File: src/rtl/serial_add_pkg.sv
// Shared types and constants for the bit-serial adder driver: FSM states,
// counter sizing helper and output reset values.
package serial_add_pkg;

    typedef enum logic [1:0] {
        IDLE,
        SHIFT,
        DRAIN,
        DONE
    } state_t;

    localparam int unsigned DEF_WIDTH     = 8;
    localparam int unsigned DEF_ADDER_LAT = 1;

    // Counter spans SHIFT plus DRAIN: 0 .. WIDTH+ADDER_LAT-1
    function automatic int unsigned cnt_width(input int unsigned width, input int unsigned lat);
        return $clog2(width + lat + 1);
    endfunction

    localparam int unsigned DEF_CNT_W = cnt_width(DEF_WIDTH, DEF_ADDER_LAT);

    localparam logic RST_IN_READY  = 1'b1;
    localparam logic RST_OUT_VALID = 1'b0;
    localparam logic RST_SER       = 1'b0;
    localparam logic RST_COUT      = 1'b0;
    localparam logic RST_ERR       = 1'b0;

endpackage

File: src/rtl/serial_add_driver_if.sv
// Parallel operand/result handshakes and serial adder lines of serial_add_driver.
// master = the driver block, slave = its environment (datapath + serial adder).
interface serial_add_driver_if #(
    parameter int unsigned WIDTH = 8
);
    logic             in_valid;
    logic             in_ready;
    logic [WIDTH-1:0] a;
    logic [WIDTH-1:0] b;
    logic             cin;
    logic             ser_a;
    logic             ser_b;
    logic             ser_cin;
    logic             ser_first;
    logic             ser_sum;
    logic             ser_cout;
    logic             out_valid;
    logic             out_ready;
    logic [WIDTH-1:0] sum;
    logic             cout;
    logic             err;

    modport master (
        input  in_valid, a, b, cin, ser_sum, ser_cout, out_ready,
        output in_ready, ser_a, ser_b, ser_cin, ser_first, out_valid, sum, cout, err
    );

    modport slave (
        output in_valid, a, b, cin, ser_sum, ser_cout, out_ready,
        input  in_ready, ser_a, ser_b, ser_cin, ser_first, out_valid, sum, cout, err
    );

endinterface

File: src/rtl/serial_shift_reg.sv
// WIDTH-bit right shift register with parallel load; serial data enters at
// the MSB and leaves from the LSB.
module serial_shift_reg #(
    parameter int unsigned WIDTH = 8
) (
    input  logic             clk,
    input  logic             rst_n,
    input  logic             i_load,
    input  logic [WIDTH-1:0] i_load_data,
    input  logic             i_shift_en,
    input  logic             i_ser_in,
    output logic             o_ser_out,
    output logic [WIDTH-1:0] o_q
);

    logic [WIDTH-1:0] r_q;

    always_ff @(posedge clk or negedge rst_n) begin
        if (!rst_n) begin
            r_q <= '0;
        end else if (i_load) begin
            r_q <= i_load_data;
        end else if (i_shift_en) begin
            r_q <= {i_ser_in, r_q[WIDTH-1:1]};
        end
    end

    assign o_ser_out = r_q[0];
    assign o_q       = r_q;

endmodule

File: src/rtl/serial_add_driver.sv
// Bit-serial transmit/collect controller for a clocked serial full adder.
// Optional SELF_CHECK_EN: compares the collected result with a reference adder.
module serial_add_driver
    import serial_add_pkg::*;
#(
    parameter int unsigned WIDTH     = DEF_WIDTH,
    parameter int unsigned ADDER_LAT = DEF_ADDER_LAT
) (
    input  logic                clk,
    input  logic                rst_n,
    serial_add_driver_if.master bus
);

    localparam int unsigned     CNT_W      = cnt_width(WIDTH, ADDER_LAT);
    localparam logic [CNT_W-1:0] SHIFT_LAST = CNT_W'(WIDTH - 1);
    localparam logic [CNT_W-1:0] LAST_CNT   = CNT_W'(WIDTH + ADDER_LAT - 1);

    state_t           r_state;
    state_t           w_state_nxt;
    logic [CNT_W-1:0] r_cnt;
    logic             r_cin;
    logic [WIDTH-1:0] r_sum;
    logic             r_cout;

    logic             w_accept;
    logic             w_busy;
    logic             w_sample;
    logic             w_last;
    logic             w_a_ser;
    logic             w_b_ser;
    logic             w_sum_ser_out;
    logic [WIDTH-1:0] w_a_q;
    logic [WIDTH-1:0] w_b_q;
    logic [WIDTH-1:0] w_sum_q;
    logic             w_unused;

    always_ff @(posedge clk or negedge rst_n) begin
        if (!rst_n) r_state <= IDLE;
        else        r_state <= w_state_nxt;
    end

    always_comb begin
        w_state_nxt   = r_state;
        bus.in_ready  = 1'b0;
        bus.out_valid = RST_OUT_VALID;
        bus.ser_a     = RST_SER;
        bus.ser_b     = RST_SER;
        bus.ser_cin   = RST_SER;
        bus.ser_first = RST_SER;
        case (r_state)
            IDLE: begin
                bus.in_ready = RST_IN_READY;
                if (bus.in_valid) w_state_nxt = SHIFT;
            end
            SHIFT: begin
                bus.ser_a = w_a_ser;
                bus.ser_b = w_b_ser;
                if (r_cnt == '0) begin
                    bus.ser_first = 1'b1;
                    bus.ser_cin   = r_cin;
                end
                if (r_cnt == SHIFT_LAST) w_state_nxt = (ADDER_LAT > 0) ? DRAIN : DONE;
            end
            DRAIN: begin
                if (r_cnt == LAST_CNT) w_state_nxt = DONE;
            end
            DONE: begin
                bus.out_valid = 1'b1;
                if (bus.out_ready) w_state_nxt = IDLE;
            end
            default: w_state_nxt = IDLE;
        endcase
    end

    assign w_accept = (r_state == IDLE) && bus.in_valid;
    assign w_busy   = (r_state == SHIFT) || (r_state == DRAIN);
    assign w_last   = w_busy && (r_cnt == LAST_CNT);

    // Sum bit i returns ADDER_LAT cycles after it was driven
    generate
        if (ADDER_LAT == 0) begin : g_sample_nolat
            assign w_sample = w_busy;
        end else begin : g_sample_lat
            assign w_sample = w_busy && (r_cnt >= CNT_W'(ADDER_LAT));
        end
    endgenerate

    always_ff @(posedge clk or negedge rst_n) begin
        if (!rst_n) begin
            r_cnt <= '0;
            r_cin <= RST_SER;
        end else begin
            r_cnt <= w_busy ? r_cnt + CNT_W'(1) : '0;
            if (w_accept) r_cin <= bus.cin;
        end
    end

    // Output copy is taken on the final sample so sum stays stable while the next operation shifts
    always_ff @(posedge clk or negedge rst_n) begin
        if (!rst_n) begin
            r_sum  <= '0;
            r_cout <= RST_COUT;
        end else if (w_last) begin
            r_sum  <= {bus.ser_sum, w_sum_q[WIDTH-1:1]};
            r_cout <= bus.ser_cout;
        end
    end

    assign bus.sum  = r_sum;
    assign bus.cout = r_cout;

    serial_shift_reg #(.WIDTH(WIDTH)) u_piso_a (
        .clk         (clk),
        .rst_n       (rst_n),
        .i_load      (w_accept),
        .i_load_data (bus.a),
        .i_shift_en  (r_state == SHIFT),
        .i_ser_in    (1'b0),
        .o_ser_out   (w_a_ser),
        .o_q         (w_a_q)
    );

    serial_shift_reg #(.WIDTH(WIDTH)) u_piso_b (
        .clk         (clk),
        .rst_n       (rst_n),
        .i_load      (w_accept),
        .i_load_data (bus.b),
        .i_shift_en  (r_state == SHIFT),
        .i_ser_in    (1'b0),
        .o_ser_out   (w_b_ser),
        .o_q         (w_b_q)
    );

    serial_shift_reg #(.WIDTH(WIDTH)) u_sipo_sum (
        .clk         (clk),
        .rst_n       (rst_n),
        .i_load      (w_accept),
        .i_load_data ('0),
        .i_shift_en  (w_sample),
        .i_ser_in    (bus.ser_sum),
        .o_ser_out   (w_sum_ser_out),
        .o_q         (w_sum_q)
    );

    assign w_unused = ^{w_a_q, w_b_q, w_sum_ser_out, w_sum_q[0]};

`ifdef SELF_CHECK_EN
    logic [WIDTH:0] r_ref;
    logic           r_err;

    always_ff @(posedge clk or negedge rst_n) begin
        if (!rst_n) begin
            r_ref <= '0;
            r_err <= RST_ERR;
        end else begin
            if (w_accept) r_ref <= {1'b0, bus.a} + {1'b0, bus.b} + (WIDTH + 1)'(bus.cin);
            if (w_last && ({bus.ser_cout, bus.ser_sum, w_sum_q[WIDTH-1:1]} != r_ref)) r_err <= 1'b1;
        end
    end

    assign bus.err = r_err;
`else
    assign bus.err = RST_ERR;
`endif

endmodule

File: src/flat_wrapper.sv
// flat-port wrapper written by rule: the top's interface ports become plain ports
module serial_add_driver_flat import serial_add_pkg::*;
#(
    parameter int unsigned WIDTH     = DEF_WIDTH,
    parameter int unsigned ADDER_LAT = DEF_ADDER_LAT
)
  (clk, rst_n, bus_in_valid, bus_a, bus_b, bus_cin, bus_ser_sum, bus_ser_cout, bus_out_ready, bus_in_ready, bus_ser_a, bus_ser_b, bus_ser_cin, bus_ser_first, bus_out_valid, bus_sum, bus_cout, bus_err);
  serial_add_driver_if #(.WIDTH(WIDTH)) bus_i ();
  input  logic clk;
  input  logic rst_n;
  input wire logic [$bits(bus_i.in_valid)-1:0] bus_in_valid;
  input wire logic [$bits(bus_i.a)-1:0] bus_a;
  input wire logic [$bits(bus_i.b)-1:0] bus_b;
  input wire logic [$bits(bus_i.cin)-1:0] bus_cin;
  input wire logic [$bits(bus_i.ser_sum)-1:0] bus_ser_sum;
  input wire logic [$bits(bus_i.ser_cout)-1:0] bus_ser_cout;
  input wire logic [$bits(bus_i.out_ready)-1:0] bus_out_ready;
  output wire logic [$bits(bus_i.in_ready)-1:0] bus_in_ready;
  output wire logic [$bits(bus_i.ser_a)-1:0] bus_ser_a;
  output wire logic [$bits(bus_i.ser_b)-1:0] bus_ser_b;
  output wire logic [$bits(bus_i.ser_cin)-1:0] bus_ser_cin;
  output wire logic [$bits(bus_i.ser_first)-1:0] bus_ser_first;
  output wire logic [$bits(bus_i.out_valid)-1:0] bus_out_valid;
  output wire logic [$bits(bus_i.sum)-1:0] bus_sum;
  output wire logic [$bits(bus_i.cout)-1:0] bus_cout;
  output wire logic [$bits(bus_i.err)-1:0] bus_err;
  assign bus_i.in_valid = bus_in_valid;
  assign bus_i.a = bus_a;
  assign bus_i.b = bus_b;
  assign bus_i.cin = bus_cin;
  assign bus_i.ser_sum = bus_ser_sum;
  assign bus_i.ser_cout = bus_ser_cout;
  assign bus_i.out_ready = bus_out_ready;
  assign bus_in_ready = bus_i.in_ready;
  assign bus_ser_a = bus_i.ser_a;
  assign bus_ser_b = bus_i.ser_b;
  assign bus_ser_cin = bus_i.ser_cin;
  assign bus_ser_first = bus_i.ser_first;
  assign bus_out_valid = bus_i.out_valid;
  assign bus_sum = bus_i.sum;
  assign bus_cout = bus_i.cout;
  assign bus_err = bus_i.err;
  serial_add_driver #(.WIDTH(WIDTH), .ADDER_LAT(ADDER_LAT)) u_core (.clk(clk), .rst_n(rst_n), .bus(bus_i));
endmodule
File: config.mk
export PLATFORM = sky130hd
export DESIGN_NAME = serial_add_driver_flat
export DESIGN_NICKNAME = d
export VERILOG_FILES = /design/src/rtl/serial_add_pkg.sv /design/src/rtl/serial_add_driver_if.sv /design/src/rtl/serial_shift_reg.sv /design/src/rtl/serial_add_driver.sv /design/src/flat_wrapper.sv
export SDC_FILE = /design/constraint.sdc
export NUM_CORES = 1
export LEC_CHECK = 0
export ABC_AREA = 1
export CAP_MARGIN = 20
export CORE_UTILIZATION = 51
export CTS_CLUSTER_DIAMETER = 200
export DETAILED_ROUTE_END_ITERATION = 10
export GPL_TIMING_DRIVEN = 0
export HOLD_SLACK_MARGIN = 0.08
export PLACE_DENSITY = 0.86
export SYNTH_ARGS = -nofsm -noshare
export SYNTH_HDL_FRONTEND = slang
export SYNTH_HIERARCHICAL = 1
export SYNTH_SLANG_ARGS = --single-unit
export TNS_END_PERCENT = 20
File: constraint.sdc
create_clock -name clk -period 1.85 [get_ports clk]
set_input_delay 0.555 -clock clk [delete_from_list [all_inputs] [get_ports clk]]
set_output_delay 0.555 -clock clk [all_outputs]
set_load 0.005 [all_outputs]
# Word level (Yosys, flattened, before mapping)
# Index checks and enable logic that the tools add are counted.
# Widths: inputs -> output; s select.
# totals
regBits,40
in_bits,23
out_inout_bits,16
elab_cells,48
# op_classes
add_sub_neg,1
order_cmp,1
n_eq_ne,9
muxes,20
n_reduce_logical,9
# op_table
operator,n
$mux 8,6
$mux 1,8
$mux 2,4
$pmux 2 s4,1
$add 4x1->4 const B,1
$eq 2x2->1 const B,2
$eq 4x3->1 const B,1
$eq 4x4->1 const B,1
$ge 4x1->1 const B,1
$logic_not 4->1,1
$mux 4,1
$ne 2x1->1 const B,2
$ne 2x2->1 const B,2
$reduce_and 4->1,1
$reduce_bool 2->1,2
$logic_and 1x1->1,3
$eq 2x1->1 const B,1
$logic_not 2->1,1
$logic_or 1x1->1,1

# Depth between registers and ports, before layout
# Gate-level depths: netlist of run 1.
# depth
word_depth,5
depth_mapped,11
mapped_depth_nobuf,10

# Modules after synthesis
# Netlist of run 1, hierarchy kept.
# by_module_without_submodules
mod,n_inst,cells_each,area_per_inst_um2,seq_area_each_um2
serial_shift_reg,3,45,381.6,200.2
serial_add_driver,1,104,894.6,400.4

# Worst setup path before layout of run 1
# OpenSTA, ideal clock, no wires.
# synth_timing
kind,register to output
from,register u_core.r_cnt[0]
to,output bus_ser_cin
arrival_ns,1.070
required_time_ns,1.295
path_slack_ns,0.225
path_stages_with_launch,7
path_buffers,0
path_cell_list,dfrtp_1 > inv_1 > ha_1 > inv_1 > nor2_4 > nand2_1 > nor3b_1
# synth_via
elab_chain_cells,3
# synth_lines
item,line,text
"start, declared",serial_add_driver.sv:20,logic [CNT_W-1:0] r_cnt;
"start signal, assigned",serial_add_driver.sv:93,r_cnt <= w_busy ? r_cnt + CNT_W'(1) : '0;
$logic_not 4->1,serial_add_driver.sv:58,if (r_cnt == '0) begin
$mux 1,serial_add_driver.sv:58,
$mux 1,serial_add_driver.sv:50,case (r_state)
"end, declared",flat_wrapper.sv:21,output wire logic [$bits(bus_i.ser_cin)-1:0] bus_ser_cin;
# No other way between the ends.

# Final worst setup path of run 1
# Ends and elaborated chain as after synthesis.

==> results of run 1 <==
==> path summary, 6_finish.rpt <==
path / startpoint / end
min reg2reg: u_core/r_cin / u_core/r_cin
max: u_core/r_cnt[0] / bus_ser_cin
min: rst_n / u_core/u_piso_b/o_q[3]
min in group clk: u_core/r_cin / u_core/r_cin
max in group asynchronous: rst_n / u_core/r_state[0]
max reg2reg: u_core/r_cnt[0] / u_core/u_sipo_sum/o_q[6]
==> per-layer routing <==
layer  track usage  vias up
met2         0.392       37
met1         0.245      771
li1              -      843
met3        0.0536        6
met5             0        -
met4        0.0667        0
==> repair_timing <==
item	4_1_cts	5_1_grt
setup buffers	5	1
pin swaps	2	5
gates resized for setup	24	2
setup endpoints to repair	6	5
hold buffers	0	0
==> flip-flops by register name, indices dropped and copies added (netlist names) <==
register / count
u_core/r_cin: 1
u_core/u_sipo_sum/o_q: 7
u_core/u_piso_a/o_q: 8
u_core/u_piso_b/o_q: 8
u_core/bus.cout: 1
u_core/r_state: 2
u_core/bus.sum: 8
u_core/r_cnt: 4
==> area by class of cell <==
class,count,area [µm²],share of cell area
inverters,29,109,0.0418
flip-flops and latches,39,977,0.375
multi-input cells,164,886,0.340
plain buffers,8,75.1,0.0288
repair buffers,43,395,0.152
clock buffers,7,96.3,0.0370
well taps,48,60.1,0.0230
clock inverters,1,7.51,0.00288
==> placed cells by master, fill, tap and decap left out <==
cell type / n
nand2_1: 71
nand3_1: 50
dfrtp_1: 38
clkdlybuf4s50_1: 30
inv_1: 21
buf_4: 10
conb_1: 10
o21ai_2: 9
inv_2: 8
clkbuf_8: 7
dlygate4sd2_1: 4
nor2_4: 4
buf_6: 4
buf_2: 3
nor2_1: 3
ha_1: 3
o21ai_1: 2
nand4_1: 2
ha_4: 2
ha_2: 2
clkinvlp_4: 1
xnor2_1: 1
nand2_2: 1
a21oi_1: 1
nor3b_2: 1
nand3_4: 1
or2_2: 1
dfrtp_2: 1
==> per-stage QoR <==
step | worst slack [ns] | util | cells
final | -0.0895 | 0.707 | 339
after global routing | -0.157 | 0.707 | 339
after CTS | -0.134 | 0.706 | 338
after detailed placement | -0.360 | 0.660 | 325
after global placement | -0.740 | 0.661 | 325
after floorplan | 0.225 | - | 240
==> power breakdown <==
part	leakage (nW)	switching, mW	internal [mW]
clock	0.0505	0.292	0.339
sequential	0.493	0.220	1.20
combinational	0.755	1.07	0.857
total	1.30	1.58	2.40
==> flow_metrics.tcl, run 1 <==
set metrics [dict create \
    status "complete, but fails checks" \
    violations "negative setup slack" \
    final_area_mm2 0.00261 \
    maxCapViolCount 0 \
    critPathBufInv 3 \
    grt_pass1_vias 1623 \
    dr.max_layer_used "met4" \
    p_per_area_mw_per_mm2 1530 \
    post_dp_cell_area_mm2 0.00243 \
    place_congestion 0.786 \
    overflow 0 \
    grt_pass1_wl_um 6780 \
    max_freq_ghz 0.516 \
    wl_met1_um 1770 \
    avgSynthCellArea_um2 8.55 \
    clk_path_buf_depth 2 \
    hold_ws_ns 0.367 \
    reg2reg_depth 12 \
    num_io_pins 39 \
    start_util 0.535 \
    crit_top_cell "inv_2" \
    cts_num_sinks 39 \
    grt_max_degree 40 \
    crit_family "flip-flops" \
    antenna_cells 0 \
    finalNetCount 320 \
    drc 0 \
    htreeDepth 2 \
    worstPathMaxFanout 3 \
    fin_ws_ns -0.0895 \
    drtIter0Drc 105 \
    grtUsageTotal 0.215 \
    slowest_stage "dfrtp_1" \
    critPathArrivalTime_ns 1.38 \
    viasPerCell 4.89 \
    synthToLayoutAreaGrowth_pct 32.0 \
    peakVddDrop_v 0.000758 \
    period_needed_ns 1.94 \
    path_cells "inv_2 > ha_4 > inv_2 > nor2_4 > nand2_2 > nor3b_2 > buf_2" \
    antenna_found_initial 0 \
    critPathCaptureType "output port" \
    routed_wl_um 4020 \
    rrSetupSlack_ns 0.21 \
    die_x_um 64.2 \
    clk_pin_slew_ns 0.08 \
    core_area_mm2 0.00369 \
    die_h_um 64.2 \
    cts_buffers 5 \
    maxSlewViolCount 0 \
    period_share 1.05 \
    clk_latency_ns 0.29 \
    synth_warnings 6 \
    die_area_mm2 0.00412 \
    wl_per_cell_um 11.8 \
    clockRootBuffer "clkbuf_8" \
    synthCells 231 \
    cp_data_required_time_ns 1.29 \
    ant_nets 0 \
    cts_tree "yes" \
    route.met2.wl_um 2030 \
    routed-wl-met3_um 176 \
    finalPower_mw 3.98 \
    maxSlewHeadroom 0.434 \
    clock_skew_ns 0.00571 \
    hold_viol_final 0 \
    place.detailed.hpwl_um 2660 \
    worstSetupStartpointType "flip-flop" \
    crit_type "flip-flop to output port" \
    netlist_area_mm2 0.00197 \
    critPathMaxStageDelay_ns 0.40 \
    rsz0062_at_grt "true" \
    leakagePower_nw 1.30 \
    cp.depth 7 \
    vias 1657 \
    portBuffers 37 \
    tns_ns -0.105 \
    first_pass_iters 4 \
    drive_above_1_share 0.189 \
    hold_class "input port to async pin" \
    setup_viol 2 \
    tightest_slew_ns 0.849 \
    n_fill_cell 284 \
    rows 22 \
]
(Power assumes the default switching activity.)
==> inputs of run 2 (changes only) <==
Settings changed: CORE_UTILIZATION 51 to 55, PLACE_DENSITY 0.86 to 0.91.
Clock period 1.85 ns to 2.3 ns, I/O delays scaled along.
==> flow_metrics.tcl, run 2 (synthesis results as in run 1) <==
set metrics [dict create \
    core_area_mm2 0.00339 \
    clk_path_buf_depth 2 \
    mostFrequentLayoutCell "nand2_1" \
    critPathArrivalTime_ns 1.60 \
    maxSlewViolCount 0 \
    period_share 0.994 \
    critPathCaptureType "output port" \
    finalNetCount 320 \
    place.detailed.hpwl_um 2970 \
    routed_wl_um 4230 \
    cts_buffers 5 \
    rrSetupSlack_ns 0.69 \
    hold_viol_final 0 \
    period_needed_ns 2.29 \
    ctsHoldBuffers 0 \
    regArea_um2 977 \
    rows 21 \
    peakVddDrop_v 0.000618 \
    tightest_slew_ns 0.818 \
    hold_class "input port to async pin" \
    rr_endpoint "u_core/u_sipo_sum/o_q[7]" \
    viasPerCell 5.08 \
    num_io_pins 39 \
    clock_skew_ns 0.00940 \
    overflow 0 \
    place_congestion 0.767 \
    worstPathMaxFanout 4 \
    dp.cells 323 \
    antenna_cells 0 \
    cts_tree "yes" \
    htreeDepth 2 \
    cts_num_sinks 39 \
    multi_input_area_um2 873 \
    grt_pass1_wl_um 6620 \
    start_util 0.583 \
    clockRootBuffer "clkbuf_4" \
    stdcell_count 337 \
    p_per_area_mw_per_mm2 1200 \
    die_h_um 61.9 \
    die_area_mm2 0.00383 \
    maxSlewHeadroom 0.454 \
    reg2reg_depth 11 \
    first_pass_iters 4 \
    grt_pass1_vias 1566 \
    drive_above_1_share 0.168 \
    worstSetupStartpointType "flip-flop" \
    clk_pin_slew_ns 0.11 \
    portBuffers 37 \
    cp_data_required_time_ns 1.61 \
    maxCapViolCount 0 \
    drc 0 \
    critPathMaxStageDelay_ns 0.50 \
    rsz0062_at_grt "true" \
    r2r_start "u_core/r_cnt[1]" \
    wl_per_cell_um 12.6 \
    max_freq_ghz 0.437 \
    path_cells "inv_1 > ha_2 > clkdlybuf4s50_1" \
    leakagePower_nw 1.30 \
    clk_latency_ns 0.35 \
    setup_viol 0 \
    hold_ws_ns 0.415 \
    final_cell_mix "nand2_1 (71), nand3_1 (50), dfrtp_1 (38), clkdlybuf4s50_1 (31), inv_1 (24)" \
    die_x_um 61.9 \
    slowest_stage "clkdlybuf4s50_1" \
    antenna_found_initial 0 \
    ant_nets 0 \
    synthToLayoutAreaGrowth_pct 29.0 \
    grtUsageTotal 0.247 \
    n_fill_cell 228 \
    vias 1711 \
    status "complete, no violations" \
    grt_max_degree 40 \
    drtIter0Drc 137 \
    crit_type "flip-flop to output port" \
]
==> run 2: cell types whose count changed in the layout (fill, tap and decap cells not counted), sizes merged <==
cell | previous run | this run
clkbuf | 7 | 8
buf | 17 | 16
dlymetal6s2s | 0 | 2
clkdlybuf4s50 | 30 | 31
clkinvlp | 1 | 0
clkinv | 0 | 1
dlygate4sd2 | 4 | 1
==> run 2: worst max-delay path, delay by kind of cell (launching register included) <==
kind	cells	cell delay (ns)
adder cells (fa/ha/maj)	1	0.20
buffers and inverters	2	0.60
flip-flops	1	0.46
==> run 2: layout make-up <==
type | instances | share of cell area
Buffer | 8 | 0.0295
Clock buffer | 7 | 0.0177
Clock inverter | 1 | 0.00197
Inverter | 29 | 0.0428
Multi-Input combinational cell | 164 | 0.343
Sequential cell | 39 | 0.384
Tap cell | 46 | 0.0226
Timing Repair Buffer | 43 | 0.159
==> run 2: how the worst max path moves through the flow <==
| stage | startpoint | endpoint | slack (ns) | cells after the start |
|---|---|---|---|---|
| 2_1_floorplan | u_core/r_cnt[0] | bus_ser_cin | 0.54 | 6 |
| 3_5_place_dp | u_core/r_cnt[0] | bus_ser_cin | -0.06 | 7 |
| 3_3_place_gp | rst_n | u_core/bus.sum[4] | -0.38 | 1 |
| 4_1_cts | u_core/r_state[0] | bus_in_ready | -0.02 | 3 |
| 6_report | u_core/r_state[0] | bus_in_ready | 0.01 | 3 |
| 5_1_grt | u_core/r_state[0] | bus_in_ready | -0.07 | 3 |
==> run 2: per-layer routing <==
metal  track usage  vias up  wire length (µm)
met4         0.124        0               158
met5             0        -                 0
met1         0.277      798              1760
met2         0.424       53              2090
met3        0.0766       16               216
li1              -      844                 -
==> run 2: metrics by stage <==
stage	setup WS (ns)	setup TNS [ns]	total power, mW	utilization	cell area [µm²]
floorplan	0.540	0	2.14	-	2010
global placement	-0.381	-14.81	2.50	0.719	2440
detailed placement	-0.0628	-0.0628	2.59	0.717	2430
CTS	-0.0212	-0.0373	2.98	0.743	2520
global route	-0.0683	-0.102	3.30	0.751	2550
finish	0.0130	0	3.05	0.751	2550
==> run 2: what timing repair did <==
action	CTS	global route
setup buffers	3	3
resized for setup	12	7
endpoints found under the hold margin	0	0
endpoints found under the setup margin	4	4
pin swaps	1	0
==> run 2: power breakdown <==
part           internal [mW]  leakage, nW  switching, mW  total (mW)
clock network          0.119       0.0293          0.219       0.339
registers              0.965        0.493          0.185        1.15
logic                  0.684        0.780          0.874        1.56
